[config.mk]
export PLATFORM = sky130hd
export DESIGN_NAME = cint_rst_sequencer
export DESIGN_NICKNAME = d
export VERILOG_FILES = /design/src/rtl/cint_pkg.sv /design/src/rtl/cint_vector_encoder.sv /design/src/rtl/cint_rst_sequencer.sv
export SDC_FILE = /design/constraint.sdc
export NUM_CORES = 1
export LEC_CHECK = 0
export ABC_AREA = 0
export ABC_CLOCK_PERIOD_IN_PS = 3650
export BUFFER_PORTS_ARGS = -buffer_cell sky130_fd_sc_hd__clkbuf_2
export CAP_MARGIN = 20
export CORE_MARGIN = 2
export CORE_UTILIZATION = 54
export DETAILED_ROUTE_END_ITERATION = 7
export GPL_TIMING_DRIVEN = 0
export PLACE_DENSITY = 0.86
export SKIP_CTS_REPAIR_TIMING = 1
export SYNTH_ARGS = -nofsm -noshare
export SYNTH_HDL_FRONTEND = slang
export SYNTH_SLANG_ARGS = --single-unit
[constraint.sdc]
create_clock -name clk -period 3.65 [get_ports clk]
set_input_delay 0.5475 -clock clk [delete_from_list [all_inputs] [get_ports clk]]
set_output_delay 0.5475 -clock clk [all_outputs]
set_load 0.01 [all_outputs]
[src/rtl/cint_pkg.sv]
// Shared types and constants for the restart/CINT0 call sequencer.
// Holds the FSM state encoding, default bus widths and restart-vector geometry.
// Imported by the sequencer and its vector encoder.
package cint_pkg;

  // Default widths: PC/SP/address bus and the byte-wide memory data bus.
  localparam int CINT_ADDR_W   = 16;
  localparam int CINT_DATA_W   = 8;

  // Restart vectors are multiples of 8 in the low byte of page zero.
  localparam int CINT_VEC_STEP = 8;
  localparam int CINT_VEC_W    = 8;
  localparam int CINT_NUM_SEL  = 7;

  typedef enum logic [2:0] {
    ST_IDLE    = 3'd0,
    ST_PUSH_HI = 3'd1,
    ST_PUSH_LO = 3'd2,
    ST_LOAD    = 3'd3,
    ST_DONE    = 3'd4
  } cint_state_t;

endpackage

[src/rtl/cint_vector_encoder.sv]
// Purpose: turns the seven restart-vector selects into the vector low byte.
// Latency: purely combinational; several selects set -> highest index wins.
// Backpressure: none, it is a pure function of its input.
module cint_vector_encoder
  import cint_pkg::*;
(
  input  logic [CINT_NUM_SEL-1:0] sel,
  output logic [CINT_VEC_W-1:0]   vec
);

  // Ascending scan: a later (higher) select overrides any lower one.
  always_comb begin
    vec = '0;
    for (int k = 0; k < CINT_NUM_SEL; k++) begin
      if (sel[k]) begin
        vec = CINT_VEC_W'((k + 1) * CINT_VEC_STEP);
      end
    end
  end

endmodule

[src/rtl/cint_rst_sequencer.sv]
// Purpose: executes a decoded restart call: pushes PC (high byte first), then loads PC/SP.
// Latency: start -> pc_load in 3 cycles with immediate acks, +1 per ack wait cycle; done one cycle later.
// Backpressure: each push holds req/addr/data until mem_wr_ack; enable_cint while busy is dropped.
module cint_rst_sequencer
  import cint_pkg::*;
#(
  parameter int ADDR_W = CINT_ADDR_W,
  parameter int DATA_W = CINT_DATA_W
) (
  input  logic              clk,
  input  logic              rst,
  input  logic              enable_cint,
  input  logic              PA_Select_0x8_low,
  input  logic              PA_Select_0x10_low,
  input  logic              PA_Select_0x18_low,
  input  logic              PA_Select_0x20_low,
  input  logic              PA_Select_0x28_low,
  input  logic              PA_Select_0x30_low,
  input  logic              PA_Select_0x38_low,
  input  logic [ADDR_W-1:0] pc_in,
  input  logic [ADDR_W-1:0] sp_in,
  output logic              mem_wr_req,
  output logic [ADDR_W-1:0] mem_wr_addr,
  output logic [DATA_W-1:0] mem_wr_data,
  input  logic              mem_wr_ack,
  output logic              pc_load,
  output logic [ADDR_W-1:0] pc_out,
  output logic              sp_load,
  output logic [ADDR_W-1:0] sp_out,
  output logic              busy,
  output logic              done
);

  cint_state_t state, state_nxt;

  logic [CINT_NUM_SEL-1:0] sel;
  logic [CINT_VEC_W-1:0]   vec;
  logic                    start;

  // Only the low PC byte must survive past the start edge; the high byte is
  // written into mem_wr_data on the start edge itself.
  logic [DATA_W-1:0]       pc_lo_lat;

  logic [ADDR_W-1:0]       sp_in_m1;
  logic [ADDR_W-1:0]       sp_in_m2;

  logic                    mem_wr_req_nxt;
  logic [ADDR_W-1:0]       mem_wr_addr_nxt;
  logic [DATA_W-1:0]       mem_wr_data_nxt;
  logic                    pc_load_nxt;
  logic                    sp_load_nxt;
  logic [ADDR_W-1:0]       pc_out_nxt;
  logic [ADDR_W-1:0]       sp_out_nxt;
  logic                    busy_nxt;
  logic                    done_nxt;

  assign sel = {PA_Select_0x38_low, PA_Select_0x30_low, PA_Select_0x28_low,
                PA_Select_0x20_low, PA_Select_0x18_low, PA_Select_0x10_low,
                PA_Select_0x8_low};

  cint_vector_encoder u_vec_enc (
    .sel (sel),
    .vec (vec)
  );

  // Stack grows downward and wraps modulo 2^ADDR_W.
  assign sp_in_m1 = sp_in - ADDR_W'(1);
  assign sp_in_m2 = sp_in - ADDR_W'(2);
  assign start    = (state == ST_IDLE) && enable_cint;

  // State register plus registered outputs, so no input reaches an output combinationally.
  always_ff @(posedge clk) begin
    if (rst) begin
      state       <= ST_IDLE;
      mem_wr_req  <= 1'b0;
      mem_wr_addr <= '0;
      mem_wr_data <= '0;
      pc_load     <= 1'b0;
      sp_load     <= 1'b0;
      pc_out      <= '0;
      sp_out      <= '0;
      busy        <= 1'b0;
      done        <= 1'b0;
    end else begin
      state       <= state_nxt;
      mem_wr_req  <= mem_wr_req_nxt;
      mem_wr_addr <= mem_wr_addr_nxt;
      mem_wr_data <= mem_wr_data_nxt;
      pc_load     <= pc_load_nxt;
      sp_load     <= sp_load_nxt;
      pc_out      <= pc_out_nxt;
      sp_out      <= sp_out_nxt;
      busy        <= busy_nxt;
      done        <= done_nxt;
    end
  end

  // Capture the return address low byte at start; later PC changes are ignored.
  always_ff @(posedge clk) begin
    if (rst) begin
      pc_lo_lat <= '0;
    end else if (start) begin
      pc_lo_lat <= pc_in[DATA_W-1:0];
    end
  end

  // Next-state and next-output decode. pc_out/sp_out are loaded at start and
  // double as the latched vector and SP-2 for the rest of the call.
  always_comb begin
    state_nxt       = state;
    mem_wr_req_nxt  = 1'b0;
    mem_wr_addr_nxt = '0;
    mem_wr_data_nxt = '0;
    pc_load_nxt     = 1'b0;
    sp_load_nxt     = 1'b0;
    pc_out_nxt      = pc_out;
    sp_out_nxt      = sp_out;
    busy_nxt        = 1'b1;
    done_nxt        = 1'b0;

    case (state)
      ST_IDLE: begin
        busy_nxt = 1'b0;
        if (enable_cint) begin
          state_nxt       = ST_PUSH_HI;
          busy_nxt        = 1'b1;
          mem_wr_req_nxt  = 1'b1;
          mem_wr_addr_nxt = sp_in_m1;
          mem_wr_data_nxt = pc_in[ADDR_W-1:DATA_W];
          pc_out_nxt      = {{(ADDR_W-CINT_VEC_W){1'b0}}, vec};
          sp_out_nxt      = sp_in_m2;
        end
      end
      ST_PUSH_HI: begin
        mem_wr_req_nxt = 1'b1;
        if (mem_wr_ack) begin
          state_nxt       = ST_PUSH_LO;
          mem_wr_addr_nxt = sp_out;
          mem_wr_data_nxt = pc_lo_lat;
        end else begin
          mem_wr_addr_nxt = mem_wr_addr;
          mem_wr_data_nxt = mem_wr_data;
        end
      end
      ST_PUSH_LO: begin
        if (mem_wr_ack) begin
          state_nxt   = ST_LOAD;
          pc_load_nxt = 1'b1;
          sp_load_nxt = 1'b1;
        end else begin
          mem_wr_req_nxt  = 1'b1;
          mem_wr_addr_nxt = mem_wr_addr;
          mem_wr_data_nxt = mem_wr_data;
        end
      end
      ST_LOAD: begin
        state_nxt = ST_DONE;
        done_nxt  = 1'b1;
      end
      ST_DONE: begin
        state_nxt = ST_IDLE;
        busy_nxt  = 1'b0;
      end
      default: begin
        state_nxt = ST_IDLE;
        busy_nxt  = 1'b0;
      end
    endcase
  end

endmodule
==> results.json <==
{
  "ys_types": 47,
  "synthCells": 341,
  "io_buffers": 84,
  "dieArea_um2": 6080,
  "viasPerCell": 5.55,
  "fin_crit_ps": 2180,
  "core_um2": 5200,
  "initial_core_util_pct": 56.7,
  "dp_hpwl_um": 6020,
  "areaGrowthSynthToFinish_pct": 25.9,
  "power_switching_mw": 0.496,
  "cp-start-kind": "input pin",
  "syn_area_per_cell_um2": 8.66,
  "yosysWarningCount": 0,
  "drt_iter0_drc": 285,
  "ys_top_cells_by_count": "dfxtp_1 (58), nor2_1 (38), nand2_1 (26)",
  "min_from": "pc_in[2]",
  "clk_pin_slew_ps": 60,
  "die_w_um": 77.9,
  "setup_viol": 0,
  "async_flop_share_pct": 0,
  "first_pass_iters": 6,
  "fin_nets": 494,
  "cap_violations": 0,
  "htree_num_levels": 3,
  "power_density_nw_per_um2": 467,
  "layout_setup_ws_ps": 1470,
  "first_global_vias": 2636,
  "slew_headroom_pct": 60.2,
  "cts_buffer_depth": 2,
  "timing.fmax_ghz": 0.458,
  "hp-class": "in -> reg",
  "switching_share_pct": 28.6,
  "dp_worst_setup_slack_ps": 1120,
  "leakage_nw": 1.62,
  "antenna_left": 0,
  "fin_tns_setup_ps": 0,
  "n_antenna_cell": 0,
  "synth.top_cell.area_share_pct": 39.3,
  "numCtsBuffers": 9,
  "synth_seq_area_share_pct": 39.3,
  "seq_power_share_pct": 41.8,
  "synth.most_common_cell": "dfxtp_1",
  "end_kind": "register",
  "antenna_found_initial": 0,
  "synth_top_area_cell": "dfxtp_1",
  "rows": 26,
  "r2r_start": "state[0]$_SDFFE_PP0P_",
  "worstHoldPathCells": 3,
  "vias": 2902,
  "worst_slew_pin_slew_ps": 597,
  "reg2regPathDepth": 7,
  "synth-seq-cells": 58,
  "synthFlopType": "dfxtp_1",
  "insertion_delay_ps": 330,
  "crit_path_max_fanout": 6,
  "slew_viol_final": 0,
  "gp_congestion": 0.879,
  "rsz0062_at_grt": "no",
  "synth-edff-count": 0,
  "cts-root-buf": "clkbuf_8",
  "synth_area_um2": 2950,
  "ir_drop_mv": 0.201,
  "power_frac_clock_pct": 37.0,
  "die_height_um": 77.9,
  "fin_skew_ps": 7.82,
  "r2r-end": "mem_wr_data[2]$_SDFFE_PP0P_",
  "min_to": "pc_lo_lat[2]$_SDFFE_PP0P_",
  "finalWirelength_um": 7990,
  "grt_pass1_wl_um": 12400,
  "status": "finished, final reports clean",
  "cp.arrival_ps": 2390,
  "finalCritPeriodShare_pct": 59.9,
  "grt.overflow.total": 0,
  "grt_max_degree": 11,
  "internal-power_mw": 1.24,
  "synth_area_leaders": "dfxtp_1 (39%), nor2_1 (4.8%), xor2_1 (4.7%)",
  "critical_path_required_ps": 3860,
  "drc": 0,
  "hold_viol": 0,
  "regToRegSetupSlack_ps": 1600,
  "cp-startpoint": "sp_in[0]",
  "combinationalPowerShare_pct": 21.1,
  "drive_gt1_share_pct": 29.8,
  "avgRoutedWirePerCell_um": 15.3,
  "worstSetupPathType": "in -> reg",
  "cts_tree": "built",
  "io_pins": 104,
  "clock_sinks": 58,
  "grt_use_total_pct": 26.0
}
state kept, by name, summed over array words and instances, names as in the netlist:
register,cells
pc_out,3
done,1
mem_wr_addr,16
sp_out,16
busy,1
mem_wr_data,8
sp_load,1
pc_lo_lat,8
mem_wr_req,1
state,3
power groups by stage:
stage / combinational (mW) / clock (mW) / sequential [mW]
6_report: 0.366 / 0.643 / 0.726
5_1_grt: 0.399 / 0.680 / 0.731
4_1_cts: 0.361 / 0.643 / 0.725
3_5_place_dp: 0.359 / 0 / 0.738
3_3_place_gp: 0.350 / 0 / 0.737
2_1_floorplan: 0.213 / 0 / 0.750
layout by cell type (no fill, tap or decap), drive strengths merged, types with 2 or more instances in the layout:
cell type | synthesis | layout
clkbuf | 19 | 117
dfxtp | 58 | 58
nor2 | 38 | 38
nand2 | 26 | 26
buf | 26 | 26
a21oi | 22 | 22
a211oi | 19 | 19
xor2 | 16 | 16
nor3 | 15 | 15
a22oi | 14 | 14
conb | 1 | 13
xnor2 | 11 | 11
a222oi | 10 | 10
a22o | 9 | 9
nor4 | 8 | 8
inv | 5 | 5
nand2b | 5 | 5
o21ai | 4 | 4
nand3b | 3 | 3
nand4 | 3 | 3
and2 | 3 | 3
ha | 3 | 3
or3 | 2 | 2
and3 | 2 | 2
bufinv | 0 | 2
nor4b | 2 | 2
or3b | 2 | 2
or2 | 2 | 2
or4 | 2 | 2
worst max-delay path, cell delays in order:
cell and delay (ps):
clkbuf_2 130, inv_1 100, ha_1 180, or3b_1 350, clkbuf_1 200, nor4_2 360, xor2_1 130, a222oi_1 300
nor3_1 90
worst max-delay path by stage:
stage                                        end  slack (ps)  depth (start not counted)
finish              mem_wr_addr[14]$_SDFFE_PP0P_        1470                          9
global route         mem_wr_addr[6]$_SDFFE_PP0P_        1380                          6
CTS                 mem_wr_addr[14]$_SDFFE_PP0P_        1480                          9
detailed placement  mem_wr_addr[14]$_SDFFE_PP0P_        1120                          9
global placement    mem_wr_addr[12]$_SDFFE_PP0P_        1180                          9
floorplan           mem_wr_addr[14]$_SDFFE_PP0P_        1500                          8
final cells by class:
class	count	area, um^2
fillers	421	1490
inverters	5	18.8
repair buffers	84	420
multi-input cells	245	1580
clock buffers	14	153
plain buffers	45	243
flip-flops and latches	58	1160
well taps	70	87.6
clock inverters	2	60.1
kinds of logic (layout without fill, tap and decap cells):
logic type	after synthesis	in the layout	synth area share, %
mux	1	1	0.339
compound gates	84	84	21.0
simple gates	117	117	21.1
buf+inv	50	150	8.86
other cells	1	13	0.127
fa+ha+maj	3	3	1.27
xor+xnor	27	27	8.01
flops	58	58	39.3
stage by stage:
stage | util, % | std cells | total power, mW | hold slack (ps) | area (um^2)
after floorplan | - | 353 | 0.963 | 436 | 3000
final | 71.4 | 523 | 1.74 | 430 | 3720
after detailed placement | 67.4 | 507 | 1.10 | 448 | 3510
after global routing | 71.4 | 523 | 1.81 | 424 | 3720
after global placement | 67.4 | 507 | 1.09 | 442 | 3510
after CTS | 71.4 | 523 | 1.73 | 428 | 3720
per-layer routing:
metal / vias to the layer above / share of wire, % / GRT usage [%] / routed length [um]
li1: 1414 / - / - / -
met3: 16 / 7.5 / 7.56 / 602
met4: 0 / 2.2 / 11.2 / 172
met5: - / 0 / 0 / 0
met1: 1345 / 42 / 31.3 / 3330
met2: 127 / 49 / 43.3 / 3880
No activity file was read; power rests on OpenSTA's default activity.
